--- src/rtl/multi_receiver_ctrl_pkg.sv ---
// rtl/multi_receiver_ctrl_pkg.sv - shared types and default constants for the receiver controller
package multi_receiver_ctrl_pkg;

    typedef enum logic [1:0] {
        RX_IDLE    = 2'd0,
        RX_RECEIVE = 2'd1,
        RX_HOLD    = 2'd2
    } rx_ch_state_t;

    localparam int RX_NUM_CH         = 2;
    localparam int RX_WAIT_CYCLES    = 1;
    localparam int RX_TIMEOUT_CYCLES = 1_000_000;
    localparam int RX_CNT_W          = 16;

endpackage

--- src/rtl/multi_receiver_ctrl_fsm.sv ---
// rtl/multi_receiver_ctrl_fsm.sv - one receiver channel: arm/hold FSM, watchdog, packet counter, flags
module receiver_channel_fsm
    import multi_receiver_ctrl_pkg::*;
#(
    parameter int WAIT_CYCLES    = RX_WAIT_CYCLES,
    parameter int TIMEOUT_CYCLES = RX_TIMEOUT_CYCLES,
    parameter int CNT_W          = RX_CNT_W
) (
    input  logic             clk,
    input  logic             rst_l,
    input  logic             act,
    input  logic             receive_done,
    input  logic             clear_stats,
    output logic             receive_start,
    output logic             timeout,
    output logic             seen,
    output logic [CNT_W-1:0] pkt_count
);

    localparam int WD_W = (TIMEOUT_CYCLES > 1) ? $clog2(TIMEOUT_CYCLES) : 1;
    localparam int HD_W = ($clog2(WAIT_CYCLES + 1) > 0) ? $clog2(WAIT_CYCLES + 1) : 1;
    localparam logic [WD_W-1:0]  WD_LAST = WD_W'(TIMEOUT_CYCLES - 1);
    localparam logic [HD_W-1:0]  HD_LOAD = HD_W'(WAIT_CYCLES - 1);
    localparam logic [CNT_W-1:0] CNT_MAX = '1;

    rx_ch_state_t     state_q, state_d;
    logic [WD_W-1:0]  wdog_q, wdog_d;
    logic [HD_W-1:0]  hold_q, hold_d;
    logic [CNT_W-1:0] cnt_q, cnt_d;
    logic             timeout_q, timeout_d;
    logic             seen_q, seen_d;
    logic             start_c;
    logic             pkt_inc;
    logic             wd_expire;

    // State and statistics registers
    always_ff @(posedge clk or negedge rst_l) begin
        if (!rst_l) begin
            state_q   <= RX_IDLE;
            wdog_q    <= '0;
            hold_q    <= '0;
            cnt_q     <= '0;
            timeout_q <= 1'b0;
            seen_q    <= 1'b0;
        end else begin
            state_q   <= state_d;
            wdog_q    <= wdog_d;
            hold_q    <= hold_d;
            cnt_q     <= cnt_d;
            timeout_q <= timeout_d;
            seen_q    <= seen_d;
        end
    end

    // Next-state, Mealy start pulse, watchdog/hold counters and stats updates
    always_comb begin
        state_d   = state_q;
        wdog_d    = wdog_q;
        hold_d    = hold_q;
        timeout_d = timeout_q;
        seen_d    = seen_q;
        start_c   = 1'b0;
        pkt_inc   = 1'b0;
        wd_expire = 1'b0;

        case (state_q)
            RX_IDLE: begin
                if (act) begin
                    state_d   = RX_RECEIVE;
                    start_c   = 1'b1;
                    wdog_d    = '0;
                    timeout_d = 1'b0;
                    seen_d    = 1'b0;
                end
            end
            RX_RECEIVE: begin
                if (!act) begin
                    state_d = RX_IDLE;
                end else if (receive_done) begin
                    state_d = RX_HOLD;
                    pkt_inc = 1'b1;
                    seen_d  = 1'b1;
                    hold_d  = HD_LOAD;
                end else if (wdog_q == WD_LAST) begin
                    wd_expire = 1'b1;
                    start_c   = 1'b1;
                    wdog_d    = '0;
                end else begin
                    wdog_d = wdog_q + 1'b1;
                end
            end
            RX_HOLD: begin
                if (!act) begin
                    state_d = RX_IDLE;
                end else if (hold_q == '0) begin
                    state_d = RX_RECEIVE;
                    start_c = 1'b1;
                    wdog_d  = '0;
                end else begin
                    hold_d = hold_q - 1'b1;
                end
            end
            default: begin
                state_d = RX_IDLE;
            end
        endcase

        // Clear beats a same-cycle packet; a same-cycle watchdog expiry beats clear
        cnt_d = cnt_q;
        if (pkt_inc && (cnt_q != CNT_MAX)) begin
            cnt_d = cnt_q + 1'b1;
        end
        if (clear_stats) begin
            cnt_d     = '0;
            timeout_d = 1'b0;
        end
        if (wd_expire) begin
            timeout_d = 1'b1;
        end
    end

    // The start pulse is combinational from act, so gate it while reset is held
    assign receive_start = start_c & rst_l;
    assign timeout       = timeout_q;
    assign seen          = seen_q;
    assign pkt_count     = cnt_q;

endmodule

--- src/rtl/multi_receiver_ctrl.sv ---
// rtl/multi_receiver_ctrl.sv - control for NUM_CH serial receivers with watchdog, stats and link status
module multi_receiver_ctrl
    import multi_receiver_ctrl_pkg::*;
#(
    parameter int NUM_CH         = RX_NUM_CH,
    parameter int WAIT_CYCLES    = RX_WAIT_CYCLES,
    parameter int TIMEOUT_CYCLES = RX_TIMEOUT_CYCLES,
    parameter int CNT_W          = RX_CNT_W
) (
    input  logic                    clk,
    input  logic                    rst_l,
    input  logic                    game_active,
    input  logic [NUM_CH-1:0]       ch_enable,
    input  logic [NUM_CH-1:0]       receive_done,
    input  logic                    clear_stats,
    output logic [NUM_CH-1:0]       receive_start,
    output logic [NUM_CH-1:0]       timeout,
    output logic [NUM_CH*CNT_W-1:0] pkt_count,
    output logic                    link_up
);

    logic [NUM_CH-1:0] act;
    logic [NUM_CH-1:0] seen;
    logic              link_d;

    assign act = {NUM_CH{game_active}} & ch_enable;

    for (genvar g = 0; g < NUM_CH; g++) begin : g_ch
        receiver_channel_fsm #(
            .WAIT_CYCLES    (WAIT_CYCLES),
            .TIMEOUT_CYCLES (TIMEOUT_CYCLES),
            .CNT_W          (CNT_W)
        ) u_ch (
            .clk           (clk),
            .rst_l         (rst_l),
            .act           (act[g]),
            .receive_done  (receive_done[g]),
            .clear_stats   (clear_stats),
            .receive_start (receive_start[g]),
            .timeout       (timeout[g]),
            .seen          (seen[g]),
            .pkt_count     (pkt_count[g*CNT_W +: CNT_W])
        );
    end

    // Link is healthy when some channel is active and every active channel has a packet and no timeout
    always_comb begin
        link_d = (|act) && ((act & (~seen | timeout)) == '0);
    end

    // Registered aggregate link status
    always_ff @(posedge clk or negedge rst_l) begin
        if (!rst_l) begin
            link_up <= 1'b0;
        end else begin
            link_up <= link_d;
        end
    end

endmodule

--- config.mk ---
export PLATFORM = sky130hd
export DESIGN_NAME = multi_receiver_ctrl
export DESIGN_NICKNAME = d
export VERILOG_FILES = /design/src/rtl/multi_receiver_ctrl_pkg.sv /design/src/rtl/multi_receiver_ctrl_fsm.sv /design/src/rtl/multi_receiver_ctrl.sv
export SDC_FILE = /design/constraint.sdc
export NUM_CORES = 1
export LEC_CHECK = 0
export BUFFER_PORTS_ARGS = -buffer_cell sky130_fd_sc_hd__buf_2
export CORE_MARGIN = 2
export CORE_UTILIZATION = 53
export DETAILED_ROUTE_END_ITERATION = 8
export HOLD_SLACK_MARGIN = 0.03
export PLACE_DENSITY = 0.76
export RECOVER_POWER = 100
export SLEW_MARGIN = 10
export SYNTH_ARGS = -nofsm -noshare
export SYNTH_HDL_FRONTEND = slang
export SYNTH_HIERARCHICAL = 1
export SYNTH_SLANG_ARGS = --single-unit
--- constraint.sdc ---
create_clock -name clk -period 2.4 [get_ports clk]
set_clock_uncertainty 0.2 [all_clocks]
set_input_delay 0.48 -clock clk [delete_from_list [all_inputs] [get_ports clk]]
set_output_delay 0.48 -clock clk [all_outputs]
set_load 0.02 [all_outputs]
==> flow_summary_export.csv <==
group,metric,value,unit
sta,timing.final.ws_setup,-0.450,ns
sta,fmax,351,MHz
grt,grt_pass1_vias,3738,
setup_path,cp_num_buf_inv,1,
power,internal_power,1.93,mW
setup_path,required,1.72,ns
min_path,hold_class,"in2reg",
sta,fin_crit_sh,119,%
yosys,yosys_warnings,6,
cells_and_area,nFillCells,730,
yosys,synth.ff_latch_count,81,
setup_path,worstPathMaxFanout,2,
sta,post-route-min-period,2.85,ns
sta,slew_violations,0,
yosys,synth_edf_count,0,
sta,setup_viol,4,
cts,numCtsBuffers,9,
cts,cts_max_path_buffers,2,
cells_and_area,nets,578,
yosys,synth_top_cell_area_share,46.4,%
setup_path,crit_family,"simple AND/OR/NAND/NOR gates",
cts,tritoncts,"built",
grt,grt_max_degree,48,
cells_and_area,drive_gt1_share,16.8,%
power,irDropWorstVdd,313,uV
power,seqPwrFrac,55.0,%
floorplan,fp.dieH,94.8,um
job,drv_cap,0,
routing,remaining_drc_errors,0,
setup_path,worstSetupPathType,"reg2out",
setup_path,crit_arrival,2.17,ns
cts,cts.sinks,81,
power,p_sw,0.596,mW
power,swShare,23.6,%
grt,grt_pass1_wl,17.3,mm
setup_path,start_kind,"register",
yosys,syn_area_per_cell,9.40,sq um
sta,hold_viol_final,0,
grt,use_met1,31.9,%
floorplan,fp.coreArea,0.00809,sq mm
yosys,synth_nets,477,
yosys,async_reset_ff_share,100,%
cts,clk_latency,0.35,ns
grt,antenna_found_initial,0,
floorplan,fp-row-count,33,
cells_and_area,area_growth,20.1,%
run_status,status,"finished, violations left",
place,gp_congestion,0.856,
grt,grt-busiest-layer,"met2",
place,post-dp-hpwl,7.15,mm
floorplan,io_pins,45,
yosys,synthesis.area,0.00437,sq mm
setup_path,crit_chain,"or4_1 > or4_4 > o31ai_4 > and2_4 > buf_6",
grt,track_usage,24.3,%
routing,final_antenna_net_count,0,
cts,h-tree-depth,3,
routing,post_drt_wl_per_cell,15.3,um
yosys,ys_seq_area_share,46.4,%
sta,worstMarginPinSlew,1.14,ns
yosys,synth_ff_type,"dfrtp_1",
power,leakage,2.25,nW
power,comb_power_share,5.7,%
floorplan,dieArea,0.00899,sq mm
yosys,synthCells,465,
power,p_clk_share,39.4,%
sta,rsz0062_at_grt,"true",
grt,use_met3,5.43,%
routing,wirelength,10.3,mm
cells_and_area,diodes,0,
sta,maxSlewHeadroom,24.2,%
grt,grt_overflow,0,
routing,firstDrtPassIters,4,
yosys,synth_top_area_cell,"dfrtp_1",
setup_path,max_stage_delay,0.52,ns
cts,cts-root-buf,"clkbuf_8",
setup_path,crit_slowest_cell,"or4_1",
cts,clkTransAtPathRegs,0.08,ns
routing,vias,3864,
power,power_density,481,mW/mm^2
floorplan,initial_utilization,54.0,%
cells_and_area,final_util,64.8,%
yosys,synth_cell_types,61,
yosys,synthTopCellsByArea,"dfrtp_1 46%, nor2_1 5.7%, xnor2_1 5.2%",
sta,hold_ws,0.270,ns
setup_path,cp-end-kind,"output pin",
sta,tns,-0.733,ns
routing,drt_iter0_drc,148,
run_status,violations,"setup timing",
place,io_buffer_count,44,
floorplan,die_w,94.8,um
grt,use_met2,40.3,%
routing,via_per_inst,5.72,
[cell families (layout without fill, tap and decap cells)]
logic type                 count (synthesis)  after routing  synth area share [%]
buffers and inverters                     26            132                  2.38
DFF                                       81             81                  46.4
muxes                                      2              2                 0.487
xor gates and xnor gates                  50             50                  10.0
adders and majority gates                  4              4                  1.15
AOI/OAI and AO/OA                         62             62                  9.82
and+or+nand+nor                          240            240                  29.8
[sequential cells by signal, indices dropped and copies added (netlist names)]
signal,cells
g_ch.u_ch/pkt_count,32
g_ch.u_ch/seen,2
g_ch.u_ch/state_q,4
g_ch.u_ch/timeout,2
g_ch.u_ch/wdog_q,40
link_up,1
[final cells by class]
cell class	instances	area [sq um]	share of cell area, %
multi-input combinational	358	2240	42.7
sequential	81	2030	38.7
timing repair buffer	103	602	11.5
clock buffer	11	141	2.69
tap	105	131	2.50
clock inverter	5	55.1	1.05
inverter	13	48.8	0.930
[repair_timing]
action | 4_1_cts | 5_1_grt
endpoints found under the hold margin | 3 | 0
buffers inserted | 17 | 4
pin swaps | 5 | 2
hold buffers | 1 | 0
resized for setup | 8 | 7
cloned | 0 | 0
setup endpoints to repair | 4 | 16
[worst paths after layout]
check	start	slack, ns	to	depth (start not counted)
min in group asynchronous	rst_l	0.73	g_ch[1].u_ch/wdog_q[11]	3
max reg2reg	g_ch[0].u_ch/wdog_q[15]	-0.04	g_ch[0].u_ch/wdog_q[12]	6
min reg2reg	g_ch[0].u_ch/seen	0.31	g_ch[0].u_ch/seen	2
max in group asynchronous	rst_l	0.40	g_ch[1].u_ch/wdog_q[8]	3
min	receive_done[0]	0.27	g_ch[0].u_ch/seen	3
max	g_ch[0].u_ch/wdog_q[15]	-0.45	receive_start[0]	5
[Yosys cell counts (all sizes together), types with 2 or more instances]
| cell | count |
|---|---|
| nor2b | 3 |
| nand4 | 22 |
| and4b | 2 |
| a31oi | 5 |
| and4 | 6 |
| o2111ai | 4 |
| o211ai | 4 |
| o21a | 3 |
| a211o | 2 |
| a21oi | 9 |
| nor4b | 4 |
| and2 | 10 |
| ha | 4 |
| nand2b | 7 |
| inv | 13 |
| a32oi | 3 |
| xor2 | 24 |
| or4 | 6 |
| o31ai | 2 |
| o21ai | 21 |
| and3 | 10 |
| clkbuf | 6 |
| nor4 | 16 |
| buf | 7 |
| or3 | 3 |
| nand3 | 22 |
| a22oi | 3 |
| nand2 | 37 |
| nor3 | 14 |
| nor2 | 67 |
| dfrtp | 81 |
| nor3b | 4 |
| xnor2 | 26 |
| nand4b | 2 |
[layout by cell type (no fill, tap or decap), types with 10 or more instances in the layout]
cell	instances
inv_1	13
buf_4	46
nand3_1	21
clkbuf_1	42
xnor2_1	26
o21ai_0	19
nand4_1	22
clkbuf_8	10
nor2_1	66
nor4_1	15
and3_1	10
xor2_1	24
dfrtp_1	79
nand2_1	37
nor3_1	14
[metal layers]
metal  up-vias  share of wire [%]
li1       1876                  -
met1      1890                 44
met2        84                 50
met3        14                4.0
met4         0                1.7
met5         -                  0
[power by group through the flow]
stage | logic (mW) | clock network, mW | registers (mW)
2_1_floorplan | 0.0662 | 0 | 1.42
5_1_grt | 0.162 | 1.08 | 1.39
4_1_cts | 0.150 | 1.01 | 1.39
3_5_place_dp | 0.142 | 0 | 1.42
3_3_place_gp | 0.139 | 0 | 1.42
6_report | 0.143 | 0.994 | 1.39
[stage by stage]
step | area, sq um | power (mW) | setup slack [ns] | instances
after floorplan | 4370 | 1.48 | -0.124 | 465
after global placement | 4960 | 1.55 | -0.100 | 639
after detailed placement | 4960 | 1.56 | -0.122 | 639
after CTS | 5320 | 2.55 | -0.469 | 673
after global routing | 5250 | 2.63 | -0.513 | 676
final | 5250 | 2.52 | -0.450 | 676
[worst min-delay path, cell delays in order]
cell and delay, ns:
buf_2 0.13, a31oi_1 0.09, nor2_1 0.07
No activity file was read; power rests on OpenSTA's default activity.
